$ cat src/rtl/cmd_sched_if.sv
// Request/command handshake bundle for cmd_sched: four requesters in, one
// command stream out to the game engine, plus occupancy/drop status.
interface cmd_sched_if #(
    parameter int DEPTH = 16,
    parameter int CMD_W = 4
);
    logic [3:0]              req_valid;
    logic [4*CMD_W-1:0]      req_cmd;
    logic [3:0]              req_ready;
    logic                    cmd_valid;
    logic [CMD_W-1:0]        cmd;
    logic                    cmd_ready;
    logic [$clog2(DEPTH):0]  level;
    logic [7:0]              drop_cnt;

    modport master (
        output req_valid, req_cmd, cmd_ready,
        input  req_ready, cmd_valid, cmd, level, drop_cnt
    );

    modport slave (
        input  req_valid, req_cmd, cmd_ready,
        output req_ready, cmd_valid, cmd, level, drop_cnt
    );
endinterface

$ cat src/rtl/cmd_sched.sv
// Round-robin command scheduler feeding a FIFO to the game engine.
// Optional CMD_SCHED_COALESCE_EN: drop requester-3 commands equal to the FIFO tail.
module cmd_sched #(
    parameter int DEPTH = 16,
    parameter int CMD_W = 4
) (
    input  logic       clk,
    input  logic       reset_n,
    input  logic       en,
    input  logic       flush,
    cmd_sched_if.slave bus
);
    localparam int AW = $clog2(DEPTH);
    localparam logic [AW:0] FULL_LVL = (AW+1)'(DEPTH);

    logic [CMD_W-1:0] mem [DEPTH];
    logic [AW-1:0]    wr_ptr;
    logic [AW-1:0]    rd_ptr;
    logic [AW:0]      level_q;
    logic [1:0]       rr_ptr;
    logic [7:0]       drop_q;

    logic [3:0]       grant;
    logic [1:0]       grant_idx;
    logic             grant_any;
    logic [CMD_W-1:0] grant_cmd;
    logic             head_valid;
    logic             push;
    logic             pop;
    logic             drop;

    assign head_valid = (level_q != '0);

    // Full blocks grants even when a pop happens in the same cycle.
    always_comb begin
        grant     = '0;
        grant_idx = '0;
        grant_any = 1'b0;
        if (reset_n && en && !flush && (level_q != FULL_LVL)) begin
            for (int unsigned i = 1; i <= 4; i++) begin
                if (!grant_any && bus.req_valid[rr_ptr + 2'(i)]) begin
                    grant_any = 1'b1;
                    grant_idx = rr_ptr + 2'(i);
                end
            end
            if (grant_any)
                grant[grant_idx] = 1'b1;
        end
    end

    assign grant_cmd = bus.req_cmd[grant_idx*CMD_W +: CMD_W];

`ifdef CMD_SCHED_COALESCE_EN
    logic coalesce;
    assign coalesce = (grant_idx == 2'd3) && head_valid &&
                      (grant_cmd == mem[wr_ptr - AW'(1)]);
    assign push = grant_any && (grant_cmd != '0) && !coalesce;
`else
    assign push = grant_any && (grant_cmd != '0);
`endif

    assign drop = grant_any && !push;
    assign pop  = head_valid && bus.cmd_ready && !flush;

    always_ff @(posedge clk or negedge reset_n) begin
        if (!reset_n) begin
            wr_ptr  <= '0;
            rd_ptr  <= '0;
            level_q <= '0;
            rr_ptr  <= 2'd3;
            drop_q  <= '0;
        end else begin
            if (grant_any)
                rr_ptr <= grant_idx;
            if (drop && (drop_q != '1))
                drop_q <= drop_q + 8'd1;
            if (flush) begin
                wr_ptr  <= '0;
                rd_ptr  <= '0;
                level_q <= '0;
            end else begin
                if (push)
                    wr_ptr <= wr_ptr + AW'(1);
                if (pop)
                    rd_ptr <= rd_ptr + AW'(1);
                if (push && !pop)
                    level_q <= level_q + (AW+1)'(1);
                else if (pop && !push)
                    level_q <= level_q - (AW+1)'(1);
            end
        end
    end

    always_ff @(posedge clk) begin
        if (push)
            mem[wr_ptr] <= grant_cmd;
    end

    assign bus.req_ready = grant;
    assign bus.cmd_valid = head_valid;
    assign bus.cmd       = head_valid ? mem[rd_ptr] : '0;
    assign bus.level     = level_q;
    assign bus.drop_cnt  = drop_q;
endmodule

$ cat src/flat_wrapper.sv
// flat-port wrapper written by rule: the top's interface ports become plain ports
module cmd_sched_flat 
#(
    parameter int DEPTH = 16,
    parameter int CMD_W = 4
)
  (clk, reset_n, en, flush, bus_req_valid, bus_req_cmd, bus_cmd_ready, bus_req_ready, bus_cmd_valid, bus_cmd, bus_level, bus_drop_cnt);
  cmd_sched_if #(.DEPTH(DEPTH), .CMD_W(CMD_W)) bus_i ();
  input  logic clk;
  input  logic reset_n;
  input  logic en;
  input  logic flush;
  input wire logic [$bits(bus_i.req_valid)-1:0] bus_req_valid;
  input wire logic [$bits(bus_i.req_cmd)-1:0] bus_req_cmd;
  input wire logic [$bits(bus_i.cmd_ready)-1:0] bus_cmd_ready;
  output wire logic [$bits(bus_i.req_ready)-1:0] bus_req_ready;
  output wire logic [$bits(bus_i.cmd_valid)-1:0] bus_cmd_valid;
  output wire logic [$bits(bus_i.cmd)-1:0] bus_cmd;
  output wire logic [$bits(bus_i.level)-1:0] bus_level;
  output wire logic [$bits(bus_i.drop_cnt)-1:0] bus_drop_cnt;
  assign bus_i.req_valid = bus_req_valid;
  assign bus_i.req_cmd = bus_req_cmd;
  assign bus_i.cmd_ready = bus_cmd_ready;
  assign bus_req_ready = bus_i.req_ready;
  assign bus_cmd_valid = bus_i.cmd_valid;
  assign bus_cmd = bus_i.cmd;
  assign bus_level = bus_i.level;
  assign bus_drop_cnt = bus_i.drop_cnt;
  cmd_sched #(.DEPTH(DEPTH), .CMD_W(CMD_W)) u_core (.clk(clk), .reset_n(reset_n), .en(en), .flush(flush), .bus(bus_i));
endmodule
$ cat config.mk
export PLATFORM = sky130hd
export DESIGN_NAME = cmd_sched_flat
export DESIGN_NICKNAME = d
export VERILOG_FILES = /design/src/rtl/cmd_sched_if.sv /design/src/rtl/cmd_sched.sv /design/src/flat_wrapper.sv
export SDC_FILE = /design/constraint.sdc
export NUM_CORES = 1
export LEC_CHECK = 0
export ABC_AREA = 1
export ABC_CLOCK_PERIOD_IN_PS = 3500
export CORE_UTILIZATION = 55
export CTS_BUF_LIST = sky130_fd_sc_hd__clkbuf_16
export DETAILED_ROUTE_END_ITERATION = 6
export PLACE_DENSITY = 0.78
export SYNTH_ARGS = -nofsm -noshare
export SYNTH_HDL_FRONTEND = slang
export SYNTH_SLANG_ARGS = --single-unit
$ cat constraint.sdc
create_clock -name clk -period 3.5 [get_ports clk]
set_clock_uncertainty 0.1 [all_clocks]
set_input_delay 0.35 -clock clk [delete_from_list [all_inputs] [get_ports clk]]
set_output_delay 0.35 -clock clk [all_outputs]
set_load 0.005 [all_outputs]
==> summary.md <==
| Metric | Value |
|---|---|
| Outcome | `complete, no violations` |
| Hold buffers post-CTS | `0` |
| Required @ worst endpoint | `approximately 3.7 ns` |
| Crit path depth | `24` |
| Worst reg2reg startpoint | `u_core.rr_ptr[0]` |
| Sw Pwr | `about 1300 uW` |
| Worst-Margin Slew | `just over 0.5 ns` |
| Pleak | `about 0.0022 uW` |
| Worst Path Buf+Inv | `5` |
| Seq cells post-synth | `87` |
| Vias in the first global route | `3321` |
| Worst Setup EP | `u_core.bus.level[4]` |
| Final cycle utilization of the critical path | `95.3%` |
| Synth area leaders | `edfxtp_1, dfrtp_1, nand2_1` |
| Worst-case clock buffer depth | `2` |
| Logic gate share of total power | `a little over a third` |
| Top Ports | `between 40 and 50` |
| Clock slew at reported path FFs | `0.06 ns` |
| Most common cell after layout, fill and taps aside | `nand2_1` |
| Sequential fraction of the synthesis area | `56.3%` |
| Fraction of layout cells with a size suffix above 1 | `around an eighth` |
| Share of power burned in registers | `37.0%` |
| Final Setup Violations | `0` |
| Vias | `3394` |
| Post-synthesis cell type with the largest combined area | `edfxtp_1` |
| Synth-to-Final Area Change | `20.8%` |
| Mapped Nets | `482` |
| Warnings from Yosys | `0` |
| Switch share | `35.8%` |
| Post-synthesis compound-gate area fraction | `8.54%` |
| Post-synthesis xor/xnor area fraction | `1.58%` |
| CP max FO | `14` |
| VDD IR max | `0.000483 V` |
| Worst hold path type | `primary input to async pin` |
| Row cnt | `32` |
| Clock sink count | `87` |
| Cells after Synth | `446` |
| Post-route ant nets | `0` |
| Util after Layout | `69.0%` |
| Max frequency | `300 MHz` |
| GR Overflow Total | `0` |
| Root buf cell | `clkbuf_16` |
| Drt total wl | `9.67 mm` |
| Largest net degree at the start of global routing | `28` |
| Simple-gate share of the synthesized area | `between 20 and 25%` |
| R2R depth | `24` |
| Critical Path End Type | `register` |
| Mapped Area | `4440 um^2` |
| Initial core utilization | `between 50% and 60%` |
| Critical Path Source | `u_core.rr_ptr[0]` |
| Share of the synthesized area in the top cell type | `43.3%` |
| Drt drc | `0` |
| CP top delay family | `simple AND/OR/NAND/NOR gates` |
| Die width | `roughly 92 um` |
| Fin crit period | `3.33 ns` |
| CP Launch Type | `register` |
| Drt initial violations | `249` |
| Nets@finish | `about 540` |
| Multiplexer share of the synthesized area | `2.28%` |
| Top cell by count, worst path | `nand2_1` |
| Synthesized area per cell | `9.95 um^2` |
| Detail Placement HPWL | `between 6 and 7 mm` |
| Finished Cell Area | `5360 um^2` |
| # diodes | `0` |
| Initial antenna violation count | `0` |
| Main combinational cell family by area after synthesis | `simple AND/OR/NAND/NOR gates` |
| Area of the core | `7770 um^2` |
| Global-route wire length before repair | `15.4 mm` |
| Hold_ws | `0.309 ns` |
| Crit Path Class | `register to register` |
| Die ar. | `roughly 8400 um^2` |
| Max Slew Vio Count | `0` |
| WL/cell | `15.9 um` |
| Clock power share | `26.6%` |
| Slowest stage delay, CP | `0.55 ns` |
| Slowest stage cell on the critical path | `dfstp_2` |
| Chip height | `91.8 um` |
| TritonCTS clock tree | `built` |
| Post-synth cell types | `39` |
| Worst path cell trace | `buf_12 -> inv_6 -> nand2_1 -> nand2_1 -> nor2_1 -> nor2_1 -> nand3_2 -> nand2_4 -> inv_4 -> nand2_4 -> nand2_1 -> nand3_1 -> nand2_2 -> nor2_4 -> nand2_4 -> nand3_4 -> ha_1 -> inv_1 -> o21bai_1 -> a31oi_1 -> inv_1 -> nand3_1 -> nand3_1 -> nand2_1` |
| Drt pass-1 iters | `5` |
| RePlAce Congestion | `0.971` |
| Port Buffers | `46` |
| GRT Total Usage | `24.0%` |
| Final Hold Viols | `0` |
| Synth Area in Adders | `3.27%` |
| Max Cap Viol | `0` |
| Commonest cells after routing, fill and taps aside | `nand2_1, edfxtp_1, clkdlybuf4s50_1, nor2_1, inv_1` |
| TritonCTS buffer count | `9` |
| R2r endpoint | `u_core.bus.level[4]` |
| Normalized max-slew margin | `66.1%` |
| R2R Setup Slk | `between 0.15 and 0.2 ns` |
| Clk_lat worst skew | `0.33 ns` |
| Dpl cell area | `5010 um^2` |
| Critical Path AT | `3.51 ns` |
| CTS HTree Levels | `3` |
| P per Cell Area | `672 nW/um^2` |
| Cell Int Power | `2310 uW` |
| Vias/cell | `5.58` |
power groups by stage:
stage / clock network [uW] / registers (uW) / logic (uW)
4_1_cts: 963 / 1340 / 1230
3_5_place_dp: 0 / 1360 / 1220
2_1_floorplan: 0 / 1310 / 869
3_3_place_gp: 0 / 1360 / 1190
5_1_grt: 1000 / 1340 / 1430
6_report: 958 / 1330 / 1310
flip-flops by register name, summed over array words and instances (netlist names):
register	cells
u_core.bus.level	5
u_core.wr_ptr	4
u_core.rd_ptr	4
u_core.bus.drop_cnt	8
u_core.mem	64
u_core.rr_ptr	2
synthesized netlist by cell type (all sizes together):
master and number:
o22ai 9, o21bai 1, nand2 103, nand4 4, ha 10, dfstp 2
a31oi 2, edfxtp 64, a21oi 19, mux2i 9, xnor2 5, buf 5
a211oi 5, fa 1, dfrtp 21, mux2 1, nand3b 4, inv 47
o21ai 27, clkbuf 7, xor2 3, clkinv 2, nor3 8, nand3 33
nor2 50, o221ai 4
layout make-up:
| type | count | area [um^2] |
|---|---|---|
| Sequential cell | 87 | 2500 |
| Fill cell | 563 | 2410 |
| Multi-Input combinational cell | 298 | 1690 |
| Timing Repair Buffer | 56 | 546 |
| Clock buffer | 9 | 225 |
| Inverter | 49 | 196 |
| Tap cell | 102 | 128 |
| Clock inverter | 7 | 78.8 |
worst min-delay path by stage:
stage                                   endpoint  slack [ns]  cells after the start
final                        u_core.bus.level[0]        0.31                      2
after CTS                 u_core.bus.drop_cnt[6]        0.32                      2
after global routing      u_core.bus.drop_cnt[6]        0.34                      2
after global placement          u_core.rd_ptr[3]        0.35                      1
after detailed placement        u_core.rd_ptr[3]        0.36                      1
after floorplan           u_core.bus.drop_cnt[0]       -0.05                      0
per-stage QoR:
stage,power [uW],std cells,setup WS (ns),TNS [ns]
floorplan,2180,446,0.256,0
global placement,2540,590,0.162,0
detailed placement,2580,590,0.0114,0
CTS,3530,606,0.133,0
global route,3770,608,-0.0191,-0.0191
finish,3600,608,0.166,0
routing by layer:
layer	track usage (%)	vias up	part of all wire [%]
met2	43.0	119	53
met3	4.39	19	4.9
met1	29.3	1624	41
met4	8.07	0	1.4
met5	0	-	0
li1	-	1632	-
cell families after synthesis:
kind of cell	Yosys count
simple gates	202
fa+ha+maj	11
flops	87
mux	10
buf+inv	61
xor+xnor	8
compound gates	67
timing repair:
action,CTS,global route
resized for setup,0,4
buffers inserted,0,2
endpoints found under the setup margin,0,16
(Power assumes the default switching activity.)
